$ cat config.mk
export PLATFORM = sky130hd
export DESIGN_NAME = and_gate
export DESIGN_NICKNAME = d
export VERILOG_FILES = /design/src/rtl/and_gate_pkg.sv /design/src/rtl/and_gate_skid.sv /design/src/rtl/and_gate.sv
export SDC_FILE = /design/constraint.sdc
export NUM_CORES = 1
export LEC_CHECK = 0
export BUFFER_PORTS_ARGS = -buffer_cell sky130_fd_sc_hd__buf_4
export CAP_MARGIN = 10
export CORE_AREA = 4 4 41 43
export DETAILED_ROUTE_END_ITERATION = 6
export DIE_AREA = 0 0 45 47
export PLACE_DENSITY_LB_ADDON = 0.15
export SKIP_CTS_REPAIR_TIMING = 1
export SYNTH_ARGS = -nofsm -noshare
export SYNTH_HDL_FRONTEND = slang
export SYNTH_SLANG_ARGS = --single-unit
$ cat constraint.sdc
create_clock -name clk -period 1.3 [get_ports clk]
set_clock_uncertainty 0.05 [all_clocks]
set_input_delay 0.195 -clock clk [delete_from_list [all_inputs] [get_ports clk]]
set_output_delay 0.195 -clock clk [all_outputs]
set_load 0.005 [all_outputs]
$ cat src/rtl/and_gate_pkg.sv
// and_gate_pkg: shared constants and helpers for the and_gate block.
//   SKID_DEPTH      - number of result slots (output register + skid register)
//   MAX_WIDTH       - largest operand width the flag helper supports
//   and_reduce_flags - returns {all-ones, any-one} over the low i_width bits
package and_gate_pkg;

    localparam int unsigned SKID_DEPTH = 2;
    localparam int unsigned MAX_WIDTH  = 256;

    // Operates on a zero-padded vector so one function serves every WIDTH;
    // bits at or above i_width are ignored.
    function automatic logic [1:0] and_reduce_flags(
        input logic [MAX_WIDTH-1:0] i_value,
        input int unsigned          i_width
    );
        logic w_all;
        logic w_any;
        w_all = 1'b1;
        w_any = 1'b0;
        for (int unsigned k = 0; k < MAX_WIDTH; k++) begin
            if (k < i_width) begin
                w_all = w_all & i_value[k];
                w_any = w_any | i_value[k];
            end
        end
        return {w_all, w_any};
    endfunction

endpackage

$ cat src/rtl/and_gate_skid.sv
// and_gate_skid: generic 2-entry valid/ready skid buffer.
//   clk, rst            - clock, synchronous active-high reset
//   i_valid/o_ready     - upstream handshake (o_ready is registered)
//   i_data              - upstream payload
//   o_valid/i_ready     - downstream handshake
//   o_data              - registered payload, held while stalled
module and_gate_skid
    import and_gate_pkg::*;
#(
    parameter int unsigned DATA_W = 3
) (
    input  logic              clk,
    input  logic              rst,
    input  logic              i_valid,
    output logic              o_ready,
    input  logic [DATA_W-1:0] i_data,
    output logic              o_valid,
    input  logic              i_ready,
    output logic [DATA_W-1:0] o_data
);

    logic              r_out_valid;
    logic [DATA_W-1:0] r_out_data;
    logic              r_skid_valid;
    logic [DATA_W-1:0] r_skid_data;
    logic              r_ready;

    logic              w_acc;
    logic              w_emit;
    logic              w_out_valid_next;
    logic [DATA_W-1:0] w_out_data_next;
    logic              w_skid_valid_next;
    logic [DATA_W-1:0] w_skid_data_next;
    logic              w_ready_next;

    always_comb begin
        w_acc             = i_valid & r_ready;
        w_emit            = r_out_valid & i_ready;
        w_out_valid_next  = r_out_valid;
        w_out_data_next   = r_out_data;
        w_skid_valid_next = r_skid_valid;
        w_skid_data_next  = r_skid_data;

        if (!r_out_valid || w_emit) begin
            // Output slot frees up this edge. A full skid has priority; an
            // accept cannot coincide with it because r_ready is low then.
            if (r_skid_valid) begin
                w_out_valid_next  = 1'b1;
                w_out_data_next   = r_skid_data;
                w_skid_valid_next = 1'b0;
            end else if (w_acc) begin
                w_out_valid_next = 1'b1;
                w_out_data_next  = i_data;
            end else begin
                // Data is kept so an idle output stays unchanged.
                w_out_valid_next = 1'b0;
            end
        end else if (w_acc) begin
            w_skid_valid_next = 1'b1;
            w_skid_data_next  = i_data;
        end

        // Ready whenever a slot will be free next cycle; since the skid only
        // fills behind a full output register, this equals !skid occupied.
        w_ready_next = (32'(w_out_valid_next) + 32'(w_skid_valid_next)) < SKID_DEPTH;
    end

    always_ff @(posedge clk) begin
        if (rst) begin
            r_out_valid  <= 1'b0;
            r_out_data   <= '0;
            r_skid_valid <= 1'b0;
            r_skid_data  <= '0;
            r_ready      <= 1'b0;
        end else begin
            r_out_valid  <= w_out_valid_next;
            r_out_data   <= w_out_data_next;
            r_skid_valid <= w_skid_valid_next;
            r_skid_data  <= w_skid_data_next;
            r_ready      <= w_ready_next;
        end
    end

    assign o_ready = r_ready;
    assign o_valid = r_out_valid;
    assign o_data  = r_out_data;

endmodule

$ cat src/rtl/and_gate.sv
// and_gate: clocked bitwise AND (C = A & B) with all/any reduction flags,
// fed through a valid/ready input and a registered 2-entry skid output.
//   clk, rst             - clock, synchronous active-high reset
//   A, B                 - WIDTH-bit operands (WIDTH between 1 and MAX_WIDTH)
//   in_valid / in_ready  - operand handshake
//   C, C_all, C_any      - registered result and flags
//   out_valid / out_ready - result handshake
module and_gate
    import and_gate_pkg::*;
#(
    parameter int unsigned WIDTH = 1
) (
    input  logic             clk,
    input  logic             rst,
    input  logic [WIDTH-1:0] A,
    input  logic [WIDTH-1:0] B,
    input  logic             in_valid,
    output logic             in_ready,
    output logic [WIDTH-1:0] C,
    output logic             C_all,
    output logic             C_any,
    output logic             out_valid,
    input  logic             out_ready
);

    logic [WIDTH-1:0]     w_and;
    logic [MAX_WIDTH-1:0] w_and_pad;
    logic [1:0]           w_flags;
    logic [WIDTH+1:0]     w_in_data;
    logic [WIDTH+1:0]     w_out_data;

    always_comb begin
        w_and              = A & B;
        w_and_pad          = '0;
        w_and_pad[WIDTH-1:0] = w_and;
        w_flags            = and_reduce_flags(w_and_pad, WIDTH);
        // Flags travel with the result so they stay aligned through the skid.
        w_in_data          = {w_flags, w_and};
    end

    and_gate_skid #(
        .DATA_W(WIDTH + 2)
    ) u_skid (
        .clk     (clk),
        .rst     (rst),
        .i_valid (in_valid),
        .o_ready (in_ready),
        .i_data  (w_in_data),
        .o_valid (out_valid),
        .i_ready (out_ready),
        .o_data  (w_out_data)
    );

    assign {C_all, C_any, C} = w_out_data;

endmodule

# Yosys cells after proc, flatten, opt, wreduce, memory -nomap -nowiden
# Index checks and enable logic that the tools add are counted.
word_totals:
  ff_bits: 7
  inputBits: 6
  out_inout_bits: 5
  elab_cells: 23
op_classes:
  addsub: 1
  order_cmp: 1
  mux: 7
  bitwise: 4
  n_reduce_logical: 5
op_table:
  columns: ["operator", "count"]
  rows:
  - ["$lt A32 B2 Y1 const B", 1]
  - ["$mux W3", 2]
  - ["$mux W1", 5]
  - ["$reduce_and A2 Y1", 2]
  - ["$and A1 B1 Y1", 3]
  - ["$add A1 B1 Y2", 1]
  - ["$reduce_bool A2 Y1", 1]
  - ["$logic_not A1 Y1", 1]
  - ["$logic_or A1 B1 Y1", 1]
  - ["$not A1 Y1", 1]

# Logic depth before layout (Yosys ltp)
# Gate-level depths: netlist of run 1.
logic_depth:
  ltp_word: 6
  depth_mapped: 3

# By module
# From an unflattened synthesis of run 1, not the netlist that was laid out.
hier_totals:
  cells_unflattened: 37
  hier_area_um2: 354.1
by_module_without_submodules:
  columns: ["module", "instances", "cells_each", "area_per_inst_um2"]
  rows:
  - ["and_gate_skid", 1, 36, 347.8]
  - ["and_gate", 1, 1, 6.3]

# Least setup slack after synthesis of run 1
# No wires, ideal clock.
synth_path:
  path_kind: "register -> register"
  from: "register u_skid.r_ready, in the netlist u_skid.o_ready"
  to: "register u_skid.r_out_data[1], in the netlist u_skid.o_data[1]"
  arrival_time_ns: 1.018
  t_required_ns: 1.134
  path_slack_ns: 0.116
  path_stages_with_launch: 4
  n_path_buf: 0
  period_less_slack_ns: 1.184
  path_cell_list: "dfxtp_1 -> nand2_1 -> or4b_1 -> o211a_1"
synth_between:
  elab_chain_cells: 3
synth_rtl:
  columns: ["element", "line_no", "source"]
  rows:
  - ["from (decl)", "and_gate_skid.sv:26", "logic r_ready;"]
  - ["from (signal assigned)", "and_gate_skid.sv:80", "r_ready <= w_ready_next;"]
  - ["$and A1 B1 Y1", "and_gate_skid.sv:37", "w_acc = i_valid & r_ready;"]
  - ["$reduce_bool A2 Y1 (no line)", null, null]
  - ["$reduce_and A2 Y1 (no line)", null, null]
  - ["to (signal assigned)", "and_gate_skid.sv:77", "r_out_data <= w_out_data_next;"]
  - ["to (decl)", "and_gate_skid.sv:23", "logic [DATA_W-1:0] r_out_data;"]
# Every way passes these cells.
# A chain may end at the register's enable or synchronous reset.

# Final worst setup path of run 1
# Ends and elaborated chain as after synthesis.

==> key figures, run 1 <==
Status
  – Outcome: finished clean

CTS
  – Clk_lat worst skew: around 0.24 ns
  – H-Tree Depth: 1
  – CTS sink cnt: 5
  – Reg clk slew, reported paths: 0.04 ns
  – TritonCTS Buffers: 3
  – Max Buffers Root-to-Sink: 2
  – Clock root cell: clkbuf_4
  – CTS tree: built

STA
  – Slew Limit Fails: 0
  – Minimum clock period: between 1 and 1.5 ns
  – RSZ-0062 raised after global routing: false
  – Period utilization: between 90% and 100%
  – Hold Vio Cnt, Final: 0
  – Final setup violation count: 0
  – Setup TNS: 0 ns
  – Transition time of the tightest slew-check pin: about 0.20 ns
  – Max frequency: between 800 and 900 MHz
  – Headroom to the max-slew limit: 86.6%
  – WHS: 0.0999 ns

GRT
  – Grt ovf: 0
  – Initial antenna violation count: 0
  – First-pass GRT wire length: around 840 um
  – Largest net degree at the start of global routing: 7
  – Total GRT Usage: 6.17%
  – Vias in the first global route: between 200 and 250

Place
  – Gpl congestion: 0.747
  – Port bufs: 10
  – HPWL after DPL: 375 um

Route
  – DRT iter0 DRCs: 1
  – Drt drc: 0
  – First drt pass iteration count: 2
  – Final ANT Viol Nets: 0
  – WL per Instance: 9.06 um
  – Via density per instance: slightly above 4
  – Vias: ~220
  – Routed WL: ~470 um

Synth
  – FF+latch count, synth: 5
  – Mapped Cells: 24
  – Synthesized cell area: between 200 and 250 sq um
  – Yosys Warn Count: 0
  – Largest family of logic cells by synthesized area: simple AND/OR/NAND/NOR gates
  – Synthesized-area fraction occupied by and/or/nand/nor cells: between 20% and 30%
  – Distinct cells, synth: 14
  – Sequential cell area fraction in the yosys report: approximately 48%
  – Post-synthesis adder-cell area fraction: 0%
  – Syn_area_per_cell: roughly 8.7 sq um
  – Xor/xnor share of the synthesized area: 0%
  – Synth area leaders: dfxtp_1, a21oi_1, buf_4
  – Yosys top cell by area: dfxtp_1
  – Share of the synthesized area in the top cell type: 48.2%
  – Syn Nets: 30
  – Post-synthesis mux area share: 0%
  – Compound-Gate Fraction of Synth Area: between 10% and 20%

Critical path
  – Max FO, Critical Path: 3
  – Critical Path Source Type: register
  – CP Data Arrival Time: roughly 1.3 ns
  – CP Capture Type: register
  – Worst Path Required: 1.38 ns
  – Critical path class: register to register

Floorplan
  – Starting Density: between 10% and 20%
  – # IOs: 11
  – Die H: 47 um
  – Die Area: 2120 sq um
  – Core ar.: between 1000 and 1500 sq um
  – FP Rows: 13
  – Chip width: 45 um

Cells and area
  – Post-layout util: between 20% and 30%
  – Nets: 44
  – Antenna Cells: 0
  – Synth-to-Final Area Change: 54.2%
  – Ratio of cells with drive above 1 in the final layout: a little under two fifths

Power and ir drop
  – Total power: just under 400 uW
  – Maximum vdd ir drop: just over 500 uV
  – PD cells: 1220 nW/um^2
  – Static Leak: between 0.1 and 0.15 nW

Hold path
  – HP Class: input pin to register

Run
  – Max-cap viol count: 0
## registers in the layout, indices dropped and copies added (netlist names)
register / count
u_skid.o_data: 1
u_skid.r_skid_data: 1
u_skid.r_skid_valid: 1
u_skid.o_valid: 1
u_skid.o_ready: 1
## cell usage in the layout (no fill, tap or decap)
master / instances
nor2_1: 3
dfxtp_1: 5
o21ai_0: 1
o211a_1: 1
a21oi_1: 3
inv_1: 1
or4b_1: 1
clkbuf_4: 3
nor2b_1: 1
nor3_1: 1
or3_1: 1
a31oi_1: 1
buf_4: 11
nand2_1: 2
clkbuf_1: 1
nand2b_1: 1
## power breakdown
part	total [mW]	switching, mW	internal [mW]
Clock	0.178	0.0621	0.116
Combinational	0.0482	0.0177	0.0305
Sequential	0.165	0.00486	0.160
## path summary, 6_finish.rpt
check,slack [ns],to,startpoint,cells past startpoint
setup / recovery,0.09,u_skid.o_data[1]$_SDFFE_PP0P_,u_skid.o_ready$_SDFF_PP0_,3
hold / removal,0.1,u_skid.r_skid_data[0]$_SDFFE_PP0P_,rst,2
setup reg to reg,0.09,u_skid.o_data[1]$_SDFFE_PP0P_,u_skid.o_ready$_SDFF_PP0_,3
hold reg to reg,0.42,u_skid.r_skid_data[0]$_SDFFE_PP0P_,u_skid.r_skid_data[0]$_SDFFE_PP0P_,2
## kinds of logic (layout without fill, tap and decap cells)
kind of cell,count (synthesis),count (layout)
flops,5,5
compound gates,6,6
buf+inv,3,16
simple gates,10,10
## layer usage
metal,vias up,wire [um],GRT usage (%)
met3,0,63,5.75
met1,99,168,4.79
met2,10,239,10.2
met5,-,0,0
met4,0,0,3.51
li1,107,-,-
## synthesized netlist by cell type
master    count
a21oi_1       3
a31oi_1       1
buf_4         2
dfxtp_1       5
inv_1         1
nand2_1       2
nand2b_1      1
nor2_1        3
nor2b_1       1
nor3_1        1
o211a_1       1
o21ai_0       1
or3_1         1
or4b_1        1
## worst max-delay path: stages (launching register included)
cell and delay, ns:
dfxtp_1 0.34, nand2_1 0.08, or4b_1 0.50, o211a_1 0.13
## stage by stage
step	cells	cell area, sq um	worst slack [ns]
after floorplan	24	208	0.116
after global placement	48	294	0.0935
after detailed placement	48	294	0.0903
after CTS	52	320	0.0845
after global routing	52	320	0.0259
final	52	320	0.0917
## final cells by class
type	count	area [sq um]
inverters	1	3.75
flip-flops and latches	5	100
repair buffers	11	82.6
clock buffers	4	26.3
multi-input cells	16	88.8
fillers	167	981
well taps	15	18.8
Note: power is estimated with default switching activity, not from simulation.
==> run 2: changes to the inputs <==
Clock period 1.3 ns to 1.2 ns, I/O delays scaled along.
==> run 2 against run 1 <==
Net effect:
- register-to-register slack worse by 0.06 ns
- non-clock buffer count is 3 higher
- fmax increased by 3.2%
- die area unchanged
- final cell count increased by 5.8%
- routed wire length grew 2.3%
- total power up 11%
- cell area rose by 8.2%
- largest power group unchanged
- sequential power increased by 8%
- critical path depth did not move
- via count is 4.2% higher
- highest routed layer unchanged
==> key figures, run 2 (same netlist as run 1, synthesis figures left out) <==
Route
  – WL per Instance: 8.76 um (was 9.06 um)
  – Vias: 225 (was 216)
  – DRT iter0 DRCs: 0 (was 1)
  – Via density per instance: 4.09 (was 4.15)
  – Drt drc: 0 (unchanged)
  – Routed WL: 482 um (was 471 um)
  – Final ANT Viol Nets: 0 (unchanged)
  – First drt pass iteration count: 1 (was 2)

Cells and area
  – Commonest cells after routing, fill and taps aside: buf_4, dfxtp_1, a21oi_1, nor2_1, clkbuf_4 (unchanged)
  – Commonest non-fill, non-tap cell in the layout: buf_4 (unchanged)
  – Ratio of cells with drive above 1 in the final layout: 47.5% (was 37.8%)
  – Nets: 47 (was 44)
  – Antenna Cells: 0 (unchanged)
  – Number of fill cells in the layout: 155 (was 167)
  – Synth-to-Final Area Change: 66.9% (was 54.2%)

CTS
  – Clock root cell: clkbuf_4 (unchanged)
  – TritonCTS Buffers: 3 (unchanged)
  – Clk_lat worst skew: 0.24 ns (about the same)
  – H-Tree Depth: 1 (unchanged)
  – Max Buffers Root-to-Sink: 2 (unchanged)
  – CTS tree: built (unchanged)
  – Reg clk slew, reported paths: 0.05 ns (was 0.04 ns)
  – CTS sink cnt: 5 (unchanged)

Critical path
  – CP Data Arrival Time: 1.25 ns (was 1.29 ns)
  – Crit-path cells: nor2b_1 -> or4b_1 -> o211a_1 (was nand2_1 -> or4b_1 -> o211a_1)
  – Max FO, Critical Path: 2 (was 3)
  – Crit path largest cell delay: 0.46 ns (was 0.50 ns)
  – Worst Path Required: 1.28 ns (was 1.38 ns)
  – Crit-path leading delay family: simple AND/OR/NAND/NOR gates (unchanged)
  – Critical path class: register to register (unchanged)
  – CP Capture Type: register (unchanged)
  – Number of buffers and inverters on the critical path: 0 (unchanged)
  – Critical Path Source Type: register (unchanged)
  – CP max-delay cell: or4b_1 (unchanged)

Status
  – Outcome: finished clean (unchanged)

Floorplan
  – FP Rows: 13 (unchanged)
  – Chip width: 45 um (unchanged)
  – Die Area: 2120 sq um (unchanged)
  – Core ar.: 1300 sq um (unchanged)
  – # IOs: 11 (unchanged)
  – Starting Density: 16.0% (unchanged)
  – Die H: 47 um (unchanged)

GRT
  – Total GRT Usage: 6.18% (was 6.17%)
  – Vias in the first global route: 202 (was 208)
  – Grt ovf: 0 (unchanged)
  – First-pass GRT wire length: 828 um (was 841 um)
  – Initial antenna violation count: 0 (unchanged)
  – Largest net degree at the start of global routing: 6 (was 7)

STA
  – Hold Vio Cnt, Final: 0 (unchanged)
  – Headroom to the max-slew limit: 86.1% (was 86.6%)
  – Period utilization: 97.6% (was 92.9%)
  – Slew Limit Fails: 0 (unchanged)
  – Transition time of the tightest slew-check pin: 0.208 ns (was 0.201 ns)
  – Final worst setup slack: 0.0288 ns (was 0.0917 ns)
  – Max frequency: 854 MHz (was 828 MHz)
  – Setup TNS: 0 ns (unchanged)
  – RSZ-0062 raised after global routing: false (unchanged)
  – Minimum clock period: 1.17 ns (was 1.21 ns)
  – Final setup violation count: 0 (unchanged)

Place
  – Gpl congestion: 0.700 (was 0.747)
  – Post-Place Worst Slack: 0.0250 ns (was 0.0903 ns)
  – Port bufs: 10 (unchanged)

Run
  – Max-cap viol count: 0 (unchanged)

Power and ir drop
  – Maximum vdd ir drop: 419 uV (was 519 uV)
  – Static Leak: 0.162 nW (was 0.147 nW)
  – PD cells: 1250 nW/um^2 (was 1220 nW/um^2)

Hold path
  – HP Class: input pin to register (unchanged)
==> run 2: cell types whose count changed in the layout (fill, tap and decap cells not counted), sizes merged <==
cell,change
buf,+3
==> run 2: per-layer routing <==
| layer | wire, um | GRT usage, % | vias to the layer above |
|---|---|---|---|
| li1 | - | - | 114 |
| met1 | 185 | 6.41 | 105 |
| met5 | 0 | 0 | - |
| met2 | 246 | 8.19 | 6 |
| met3 | 51 | 3.45 | 0 |
| met4 | 0 | 7.02 | 0 |
==> run 2: worst paths after layout <==
kind,startpoint,end,slack [ns],cells past startpoint
worst min register to register,u_skid.r_skid_data[0]$_SDFFE_PP0P_,u_skid.r_skid_data[0]$_SDFFE_PP0P_,0.42,2
worst max register to register,u_skid.o_valid$_SDFF_PP0_,u_skid.o_data[1]$_SDFFE_PP0P_,0.03,3
worst min-delay path,rst,u_skid.o_ready$_SDFF_PP0_,0.08,2
worst max-delay path,u_skid.o_valid$_SDFF_PP0_,u_skid.o_data[1]$_SDFFE_PP0P_,0.03,3
==> run 2: metrics by stage <==
stage	hold WS (ns)	utilization (%)	power (mW)	cell area, sq um	instances
after floorplan	0.199	-	0.204	208	24
after global placement	0.333	24.3	0.242	317	51
after detailed placement	0.335	24.3	0.243	317	51
after CTS	0.0769	26.3	0.444	343	55
after global routing	0.0847	26.6	0.464	347	55
final	0.0814	26.6	0.435	347	55
==> run 2: layout make-up <==
type | count | area, sq um | area share, %
clock buffer | 4 | 26.3 | 7.58
inverter | 1 | 3.75 | 1.08
multi-input combinational | 16 | 91.3 | 26.4
sequential | 5 | 101 | 29.2
tap | 15 | 18.8 | 5.42
timing repair buffer | 14 | 105 | 30.3
==> run 2: report_power, final <==
group          switching (mW)  total (mW)  internal (mW)
logic                  0.0218      0.0613         0.0394
clock network          0.0693       0.195          0.126
registers             0.00451       0.178          0.174
==> run 2: worst reg2reg max path: stages, from the launching register on <==
cell     delay (ns)
dfxtp_1        0.30
nor2b_1        0.13
or4b_1         0.46
o211a_1        0.13
==> run 3: changes to the inputs <==
Settings changed: CELL_PAD_IN_SITES_DETAIL_PLACEMENT set to 2, CELL_PAD_IN_SITES_GLOBAL_PLACEMENT set to 2.
==> run 3 against run 2 <==
Net effect:
- the flow now finishes with violations (setup timing)
- non-clock buffer count increased by 1
- register-to-register slack got worse by 0.05 ns
- count of clock-buffer cells in the layout unchanged
- die area unchanged
- flip-flop and latch count unchanged
- total power increased by 2.6%
- setup slack got worse by 0.050 ns
- cell area increased by 8.3%
- clock power about the same
- fmax decreased by 4.1%
- final cell count increased by 1.8%
- core utilization increased by 2.2 points
- critical endpoint unchanged
- largest cell class unchanged
==> key figures, run 3 (same netlist as run 1, synthesis figures left out) <==
Route
  – Via density per instance: 4.25 (was 4.09)
  – Drt drc: 0 (unchanged)
  – Final ANT Viol Nets: 0 (unchanged)
  – DRT iter0 DRCs: 0 (unchanged)
  – First drt pass iteration count: 1 (unchanged)
  – WL per Instance: 11.6 um (was 8.76 um)
  – Routed WL: 649 um (was 482 um)
  – Vias: 238 (was 225)

Run
  – Max-cap viol count: 0 (unchanged)

GRT
  – Grt ovf: 0 (unchanged)
  – Vias in the first global route: 279 (was 202)
  – Largest net degree at the start of global routing: 6 (unchanged)
  – Initial antenna violation count: 0 (unchanged)
  – First-pass GRT wire length: 1170 um (was 828 um)
  – Total GRT Usage: 8.06% (was 6.18%)

Floorplan
  – # IOs: 11 (unchanged)
  – Starting Density: 16.0% (unchanged)
  – FP Rows: 13 (unchanged)
  – Die Area: 2120 sq um (unchanged)
  – Die H: 47 um (unchanged)
  – Core ar.: 1300 sq um (unchanged)
  – Chip width: 45 um (unchanged)

Cells and area
  – Multi-input gate area: 111 sq um (was 91.3 sq um)
  – Commonest non-fill, non-tap cell in the layout: buf_4 (unchanged)
  – Antenna Cells: 0 (unchanged)
  – Synth-to-Final Area Change: 80.7% (was 66.9%)
  – Post-layout util: 28.8% (was 26.6%)
  – Ratio of cells with drive above 1 in the final layout: 58.5% (was 47.5%)
  – Nets: 48 (was 47)
  – FF/Latch Area: 103 sq um (was 101 sq um)
  – Layout Cells excl Fill: 56 (was 55)
  – Finished layout cell area: 375 sq um (was 347 sq um)
  – Number of fill cells in the layout: 159 (was 155)
  – Commonest cells after routing, fill and taps aside: buf_4, nor2_1, clkbuf_4, dfxtp_1 (was buf_4, dfxtp_1, a21oi_1, nor2_1, clkbuf_4)

CTS
  – CTS sink cnt: 5 (unchanged)
  – Reg clk slew, reported paths: 0.04 ns (was 0.05 ns)
  – CTS tree: built (unchanged)
  – Clk_lat worst skew: 0.24 ns (about the same)
  – TritonCTS Buffers: 3 (unchanged)
  – H-Tree Depth: 1 (unchanged)
  – Max Buffers Root-to-Sink: 2 (unchanged)
  – Clock root cell: clkbuf_4 (unchanged)

STA
  – WHS: 0.0847 ns (was 0.0814 ns)
  – RSZ-0062 raised after global routing: true (was false)
  – Hold Vio Cnt, Final: 0 (unchanged)
  – Transition time of the tightest slew-check pin: 0.280 ns (was 0.208 ns)
  – Setup TNS: -0.0211 ns (was 0 ns)
  – Final setup violation count: 1 (was 0)
  – Headroom to the max-slew limit: 81.1% (was 86.1%)
  – Minimum clock period: 1.22 ns (was 1.17 ns)
  – Slew Limit Fails: 0 (unchanged)
  – Final worst setup slack: -0.0211 ns (was 0.0288 ns)
  – Max frequency: 819 MHz (was 854 MHz)
  – Period utilization: 102% (was 97.6%)

Critical path
  – Crit path largest cell delay: 0.49 ns (was 0.46 ns)
  – Critical Path Source Type: register (unchanged)
  – Critical path class: register to register (unchanged)
  – Max FO, Critical Path: 2 (unchanged)
  – Crit-path cells: nor2b_4 -> or4b_4 -> o211a_1 (was nor2b_1 -> or4b_1 -> o211a_1)
  – Crit-path leading delay family: simple AND/OR/NAND/NOR gates (unchanged)
  – Crit path from: u_skid.o_valid$_SDFF_PP0_ (unchanged)
  – CP Data Arrival Time: 1.30 ns (was 1.25 ns)
  – R2R Path Start: u_skid.o_valid$_SDFF_PP0_ (unchanged)
  – CP max-delay cell: or4b_4 (was or4b_1)
  – Worst Path Required: 1.28 ns (about the same)
  – Number of buffers and inverters on the critical path: 0 (unchanged)
  – CP Capture Type: register (unchanged)

Power and ir drop
  – Maximum vdd ir drop: 443 uV (was 419 uV)
  – PD cells: 1190 nW/um^2 (was 1250 nW/um^2)
  – Static Leak: 0.175 nW (was 0.162 nW)
  – Total power: 446 uW (was 435 uW)

Place
  – Gpl congestion: 0.678 (was 0.700)
  – DP Area: 324 sq um (was 317 sq um)
  – Post-Place Worst Slack: -0.00803 ns (was 0.0250 ns)
  – HPWL after DPL: ~530 um
  – Placed insts: 52 (was 51)
  – Port bufs: 10 (unchanged)

Status
  – Outcome: complete, but fails checks (was finished clean)
  – Failing checks: setup timing

Hold path
  – Min-Delay Startpoint: rst (unchanged)
  – HP Class: input pin to register (unchanged)
==> run 3: cell count changes in the layout (fill, tap and decap cells not counted), sizes merged <==
cell,change
buf,+1
==> run 3: final cells by class <==
class	count	area share (%)
clock buffer	4	7.00
tap	15	5.00
multi-input combinational	16	29.7
timing repair buffer	15	30.0
sequential	5	27.3
inverter	1	1.00
==> run 3: power breakdown <==
part	internal [mW]	leakage [nW]	total, mW	switching, mW
combinational	0.0461	0.118	0.0720	0.0259
sequential	0.174	0.0414	0.179	0.00491
clock	0.126	0.0150	0.195	0.0691
==> run 3: worst reg2reg max path, stage by stage (launching register included) <==
cell     delay (ns)
dfxtp_2        0.31
nor2b_4        0.12
or4b_4         0.49
o211a_1        0.14
==> run 3: final timing paths <==
check,endpoint,depth (start not counted),slack (ns)
worst min register to register,u_skid.r_skid_data[0]$_SDFFE_PP0P_,2,0.49
worst min-delay path,u_skid.r_skid_data[0]$_SDFFE_PP0P_,2,0.08
worst max-delay path,u_skid.o_data[1]$_SDFFE_PP0P_,3,-0.02
worst max register to register,u_skid.o_data[1]$_SDFFE_PP0P_,3,-0.02
==> run 3: routing by layer <==
| metal | vias to the layer above | GRT usage [%] | share of wire, % |
|---|---|---|---|
| li1 | 115 | - | - |
| met1 | 109 | 7.73 | 38 |
| met2 | 11 | 13.8 | 49 |
| met3 | 3 | 2.68 | 9.4 |
| met4 | 0 | 7.02 | 2.9 |
| met5 | - | 0 | 0 |
